$ cat src/rtl/train_pkg.sv
// Shared types and field layout for the training-sample sequencer.
// Sample word layout: {x1[7:0], x2[7:0], label, pad}.
package train_pkg;

    localparam int WORD_WIDTH = 18;
    localparam int FEAT_WIDTH = 8;
    localparam int X1_MSB     = 17;
    localparam int X2_MSB     = 9;
    localparam int LABEL_BIT  = 1;

    typedef enum logic [2:0] {
        ST_IDLE,
        ST_FETCH,
        ST_CAPTURE,
        ST_ISSUE_A,
        ST_ISSUE_B,
        ST_DRAIN,
        ST_EPOCH_END,
        ST_DONE
    } state_t;

    function automatic logic signed [FEAT_WIDTH-1:0] get_x1(input logic [WORD_WIDTH-1:0] w);
        return w[X1_MSB -: FEAT_WIDTH];
    endfunction

    function automatic logic signed [FEAT_WIDTH-1:0] get_x2(input logic [WORD_WIDTH-1:0] w);
        return w[X2_MSB -: FEAT_WIDTH];
    endfunction

    function automatic logic get_label(input logic [WORD_WIDTH-1:0] w);
        return w[LABEL_BIT];
    endfunction

endpackage

$ cat src/rtl/sample_field_unpack.sv
// Combinational split of one sample word into its Q4.4 features and class label.
module sample_field_unpack
    import train_pkg::*;
(
    input  logic        [WORD_WIDTH-1:0] word,
    output logic signed [FEAT_WIDTH-1:0] x1,
    output logic signed [FEAT_WIDTH-1:0] x2,
    output logic                         label
);

    assign x1    = get_x1(word);
    assign x2    = get_x2(word);
    assign label = get_label(word);

endmodule

$ cat src/rtl/train_sample_sequencer.sv
// Epoch controller: walks the sample memory pairing class halves, streams samples
// over valid/ready and repeats epochs until an error-free pass or the epoch limit.
module train_sample_sequencer #(
    parameter int SAMPLE_WIDTH = 18,
    parameter int ADDR_WIDTH   = 6,
    parameter int FEAT_WIDTH   = 8,
    parameter int MAX_EPOCHS   = 16,
    parameter int EPOCH_WIDTH  = 8
) (
    input  logic                          clk,
    input  logic                          rst_n,
    input  logic                          start,
    output logic        [ADDR_WIDTH-1:0]  mem_addr_a,
    output logic        [ADDR_WIDTH-1:0]  mem_addr_b,
    input  logic        [SAMPLE_WIDTH-1:0] mem_data_a,
    input  logic        [SAMPLE_WIDTH-1:0] mem_data_b,
    output logic                          s_valid,
    input  logic                          s_ready,
    output logic signed [FEAT_WIDTH-1:0]  s_x1,
    output logic signed [FEAT_WIDTH-1:0]  s_x2,
    output logic                          s_label,
    output logic        [ADDR_WIDTH-1:0]  s_index,
    input  logic                          err_valid,
    input  logic                          err,
    output logic                          busy,
    output logic                          done,
    output logic                          converged,
    output logic        [EPOCH_WIDTH-1:0] epoch_cnt,
    output logic        [ADDR_WIDTH:0]    last_err_cnt,
    output logic                          protocol_err
);
    import train_pkg::*;

    localparam int NUM  = 2**ADDR_WIDTH;
    localparam int HALF = NUM / 2;
    localparam logic [ADDR_WIDTH-1:0]  HALF_ADDR = ADDR_WIDTH'(HALF);
    localparam logic [ADDR_WIDTH-1:0]  LAST_K    = ADDR_WIDTH'(HALF - 1);
    localparam logic [ADDR_WIDTH:0]    NUM_CNT   = (ADDR_WIDTH + 1)'(NUM);
    localparam logic [EPOCH_WIDTH-1:0] EPOCH_SAT = '1;

    state_t state, state_nxt;

    logic        [ADDR_WIDTH-1:0]   k;
    logic        [SAMPLE_WIDTH-1:0] samp_a_p1;
    logic        [SAMPLE_WIDTH-1:0] samp_b_p1;
    logic        [ADDR_WIDTH:0]     resp_cnt;
    logic        [ADDR_WIDTH:0]     err_cnt;
    logic        [ADDR_WIDTH:0]     resp_cnt_nxt;
    logic signed [FEAT_WIDTH-1:0]   a_x1, a_x2, b_x1, b_x2;
    logic                           a_label, b_label;
    logic                           resp_bad, resp_ok, epoch_last;

    assign mem_addr_a = k;
    assign mem_addr_b = HALF_ADDR + k;

    // A response is dropped (and flagged) when nothing is running or the epoch is already full.
    assign resp_bad     = err_valid && (!busy || resp_cnt == NUM_CNT);
    assign resp_ok      = err_valid && !resp_bad;
    assign resp_cnt_nxt = resp_cnt + {{ADDR_WIDTH{1'b0}}, resp_ok};
    assign epoch_last   = (32'(epoch_cnt) + 32'd1) >= 32'(MAX_EPOCHS);

    always_ff @(posedge clk or negedge rst_n) begin
        if (!rst_n) begin
            state <= ST_IDLE;
        end else begin
            state <= state_nxt;
        end
    end

    always_comb begin
        state_nxt = state;
        s_valid   = 1'b0;
        busy      = 1'b1;
        done      = 1'b0;
        s_index   = k;
        s_x1      = a_x1;
        s_x2      = a_x2;
        s_label   = a_label;
        case (state)
            ST_IDLE: begin
                busy = 1'b0;
                if (start) state_nxt = ST_FETCH;
            end
            ST_FETCH:   state_nxt = ST_CAPTURE;
            ST_CAPTURE: state_nxt = ST_ISSUE_A;
            ST_ISSUE_A: begin
                s_valid = 1'b1;
                if (s_ready) state_nxt = ST_ISSUE_B;
            end
            ST_ISSUE_B: begin
                s_valid = 1'b1;
                s_index = mem_addr_b;
                s_x1    = b_x1;
                s_x2    = b_x2;
                s_label = b_label;
                if (s_ready) state_nxt = (k == LAST_K) ? ST_DRAIN : ST_FETCH;
            end
            ST_DRAIN: begin
                if (resp_cnt_nxt == NUM_CNT) state_nxt = ST_EPOCH_END;
            end
            ST_EPOCH_END: begin
                state_nxt = (err_cnt == '0 || epoch_last) ? ST_DONE : ST_FETCH;
            end
            ST_DONE: begin
                busy = 1'b0;
                done = 1'b1;
                if (start) state_nxt = ST_FETCH;
            end
            default: state_nxt = ST_IDLE;
        endcase
    end

    // Stage p1: memory read data captured one cycle after the address was presented.
    always_ff @(posedge clk or negedge rst_n) begin
        if (!rst_n) begin
            samp_a_p1 <= '0;
            samp_b_p1 <= '0;
        end else if (state == ST_CAPTURE) begin
            samp_a_p1 <= mem_data_a;
            samp_b_p1 <= mem_data_b;
        end
    end

    sample_field_unpack u_unpack_a (
        .word  (samp_a_p1),
        .x1    (a_x1),
        .x2    (a_x2),
        .label (a_label)
    );

    sample_field_unpack u_unpack_b (
        .word  (samp_b_p1),
        .x1    (b_x1),
        .x2    (b_x2),
        .label (b_label)
    );

    always_ff @(posedge clk or negedge rst_n) begin
        if (!rst_n) begin
            k            <= '0;
            resp_cnt     <= '0;
            err_cnt      <= '0;
            epoch_cnt    <= '0;
            last_err_cnt <= '0;
            converged    <= 1'b0;
            protocol_err <= 1'b0;
        end else begin
            if (resp_bad) protocol_err <= 1'b1;
            if (resp_ok) begin
                resp_cnt <= resp_cnt_nxt;
                err_cnt  <= err_cnt + {{ADDR_WIDTH{1'b0}}, err};
            end
            case (state)
                ST_IDLE, ST_DONE: begin
                    if (start) begin
                        k            <= '0;
                        epoch_cnt    <= '0;
                        err_cnt      <= '0;
                        resp_cnt     <= '0;
                        converged    <= 1'b0;
                        protocol_err <= 1'b0;
                    end
                end
                ST_ISSUE_B: begin
                    if (s_ready && k != LAST_K) k <= k + ADDR_WIDTH'(1);
                end
                ST_EPOCH_END: begin
                    if (epoch_cnt != EPOCH_SAT) epoch_cnt <= epoch_cnt + EPOCH_WIDTH'(1);
                    last_err_cnt <= err_cnt;
                    if (err_cnt == '0) begin
                        converged <= 1'b1;
                    end else if (!epoch_last) begin
                        k        <= '0;
                        err_cnt  <= '0;
                        resp_cnt <= '0;
                    end
                end
                default: ;
            endcase
        end
    end

endmodule

$ cat config.mk
export PLATFORM = sky130hd
export DESIGN_NAME = train_sample_sequencer
export DESIGN_NICKNAME = d
export VERILOG_FILES = /design/src/rtl/train_pkg.sv /design/src/rtl/sample_field_unpack.sv /design/src/rtl/train_sample_sequencer.sv
export SDC_FILE = /design/constraint.sdc
export NUM_CORES = 1
export LEC_CHECK = 0
export ABC_CLOCK_PERIOD_IN_PS = 3000
export CAP_MARGIN = 40
export CORE_ASPECT_RATIO = 0.8
export CORE_MARGIN = 2
export CORE_UTILIZATION = 45
export DETAILED_ROUTE_END_ITERATION = 10
export DONT_BUFFER_PORTS = 1
export GPL_ROUTABILITY_DRIVEN = 0
export PLACE_DENSITY = 0.59
export SLEW_MARGIN = 5
export SYNTH_ARGS = -nofsm -noshare
export SYNTH_HDL_FRONTEND = slang
export SYNTH_SLANG_ARGS = --single-unit
$ cat constraint.sdc
create_clock -name clk -period 3 [get_ports clk]
set_input_delay 0.6 -clock clk [delete_from_list [all_inputs] [get_ports clk]]
set_output_delay 0.6 -clock clk [all_outputs]
set_load 0.1 [all_outputs]
==> run_results.csv <==
group,metric,value,unit
status,status,"finished clean",
sta,setup_ws,0.336,ns
setup_path,crit_path_max_fanout,18,
synth,synth_cell_type_count,46,
synth,synth_compound_area_frac,0.109,
cells_and_area,antennaDiodeCount,0,
setup_path,cp-start-kind,"register",
synth,synth_seq_cells,74,
sta,hold_viol_final,0,
synth,synth_area_leaders,"dfrtp_1 (49%), mux2_2 (10%), nand2_1 (9.3%)",
synth,muxShareOfSynthArea,0.114,
drt,via_count,2903,
global_routing,grt_pass1_wl,14300,um
drt,wl_per_cell,15.5,um
synth,yosys-top-cells-count,"nand2_1 (94), dfrtp_1 (74), mux2_2 (34), o21ai_0 (26), nor2_1 (20)",
setup_path,crit_required,3.21,ns
floorplan,core,0.00806,sq mm
synth,synth_area,0.00380,sq mm
synth,syn_area_per_cell,9.51,sq um
floorplan,start_util,0.472,
place,portBuffers,0,
run,maxCapViolations,0,
clocking,cts_setup_buffers,0,
sta,slew_violations,0,
clocking,cts.clk_slew.worst_paths,0.08,ns
synth,ys_warn_count,0,
synth,synth_fa_ha_area_frac,0.0263,
sta,fin_skew,0.0110,ns
global_routing,grtUsageTotal,0.196,
setup_path,crit_arrival,2.88,ns
setup_path,ff2ff_path_depth,11,
synth,synth_top_family_by_area,"simple AND/OR/NAND/NOR gates",
sta,period_share,0.888,
clocking,cts_buffer_depth,2,
drt,finalWirelength,8410,um
sta,finalCriticalPeriod,2.66,ns
drt,via_per_inst,5.36,
floorplan,io-pin-count,97,
setup_path,rr_startpoint,"resp_cnt[5]$_DFF_PN0_",
drt,drtIter0Drc,144,
sta,timing.hold.ws,0.142,ns
clocking,cts_tree,"done",
setup_path,endpoint_kind,"register",
floorplan,fp-row-count,29,
sta,tns,0,ns
sta,grt_setup_unrepaired,"no",
global_routing,grt_start_max_net_pins,75,
floorplan,die_width,107,um
hold_path,hold_class,"in -> async",
global_routing,antenna_found_initial,0,
synth,synth-seq-area-share,0.487,
sta,fmax,0.375,GHz
synth,syn-num-nets,450,
clocking,hold_buffers,1,
cells_and_area,fin_nets,479,
sta,setup_viol,0,
setup_path,startpoint,"resp_cnt[5]$_DFF_PN0_",
clocking,cts_resized,0,
synth,synth_top_area_frac,0.487,
drt,drcViolationCount,0,
synth,synthCells,400,
clocking,numCtsBuffers,9,
drt,drtPass1Iterations,4,
synth,synth_ff_type,"dfrtp_1",
clocking,root_buffer,"clkbuf_8",
cells_and_area,area_growth,16.4,%
sta,relSlewSlack,0.400,
synth,async_flop_share,1.00,
global_routing,grt_pass1_vias,2941,
place,hpwl,5910,um
cells_and_area,drive_gt1_frac,0.265,
sta,worstMarginPinSlew,0.901,ns
clocking,clock_sinks,74,
global_routing,gr-total-overflow,0,
synth,synth_xor_area_frac,0.0115,
synth,synth_edf_count,0,
drt,detail-route-antenna-nets,0,
clocking,clk_latency,0.34,ns
place,place_ws,0.360,ns
synth,yosysMostFrequentCell,"nand2_1",
floorplan,die_y,86.2,um
clocking,htreeDepth,3,
floorplan,fp.dieArea,0.00921,sq mm
synth,yosysTopAreaCell,"dfrtp_1",
synth,synthSimpleGateAreaFrac,0.204,
setup_path,crit_type,"reg -> reg",
-- flip-flops by register name (all words and copies together), names as in the netlist --
name          count
converged         1
epoch_cnt         8
err_cnt           7
last_err_cnt      7
mem_addr_a        6
protocol_err      1
resp_cnt          7
samp_a_p1        17
samp_b_p1        17
state             3
-- final timing paths --
kind	endpoint	slack, ns
worst max-delay path	state[0]$_DFFE_PN0P_	0.34
worst min-delay path	resp_cnt[0]$_DFF_PN0_	0.14
worst max register to register	state[0]$_DFFE_PN0P_	0.34
worst min register to register	samp_a_p1[10]$_DFFE_PN0P_	0.51
max in group asynchronous	mem_addr_a[0]$_DFFE_PN0P_	2.55
min in group clk	samp_a_p1[4]$_DFFE_PN0P_	0.40
-- worst max-delay path: stages, from the launching register on --
cell	delay, ns
dfrtp_1	0.43
nor3_1	0.19
nand4b_1	0.26
nand3_4	0.31
inv_4	0.06
ha_4	0.17
ha_4	0.17
xor2_1	0.15
and4_1	0.21
a31oi_1	0.06
o41ai_1	0.38
a31oi_1	0.14
-- logic make-up (layout without fill, tap and decap cells) --
family                     count (synthesis)  in the layout
and+or+nand+nor                          171            171
DFF                                       74             74
AOI/OAI and AO/OA                         67             67
muxes                                     39             39
buffers and inverters                     36             70
adders and majority gates                  8              8
xor gates and xnor gates                   5              5
-- layout by cell type (no fill, tap or decap), types with 3 or more instances in the layout --
cell type,instances
o41ai_1,3
mux2_2,34
or2_2,3
a21oi_1,12
mux2i_1,5
clkinvlp_4,5
and2_1,3
xor2_1,4
dfrtp_2,6
or3_1,6
dfrtp_1,68
nand4_1,4
nor3_1,7
nand2_1,94
a31oi_1,6
buf_4,42
or4_1,3
nor2b_1,3
ha_1,6
o211ai_1,3
clkbuf_8,9
o21ai_0,26
and3_1,3
inv_1,7
nor2_1,19
nand3_1,12
o31ai_1,4
-- through the flow --
step / std cells / utilization / area [sq um]
floorplan: 400 / - / 3880
global placement: 525 / 0.525 / 4230
detailed placement: 525 / 0.525 / 4230
CTS: 542 / 0.550 / 4430
global route: 542 / 0.550 / 4430
finish: 542 / 0.550 / 4430
-- layout make-up --
| type | count | area (sq um) |
|---|---|---|
| Fill cell | 738 | 3630 |
| Sequential cell | 74 | 1860 |
| Tap cell | 108 | 135 |
| Timing Repair Buffer | 45 | 383 |
| Inverter | 9 | 40.0 |
| Multi-Input combinational cell | 290 | 1840 |
| Clock inverter | 7 | 52.6 |
| Clock buffer | 9 | 124 |
-- layer usage --
| metal | share of wire | routed length, um | global-route usage | vias to the layer above |
|---|---|---|---|---|
| li1 | - | - | - | 1447 |
| met1 | 0.46 | 3890 | 0.262 | 1373 |
| met2 | 0.47 | 3950 | 0.310 | 74 |
| met3 | 0.060 | 505 | 0.0662 | 9 |
| met4 | 0.0086 | 72 | 0.0519 | 0 |
| met5 | 0 | 0 | 0 | - |
Power is not shown: default switching activity piles up to over one toggle a cycle in this logic, so the estimate is an artifact.
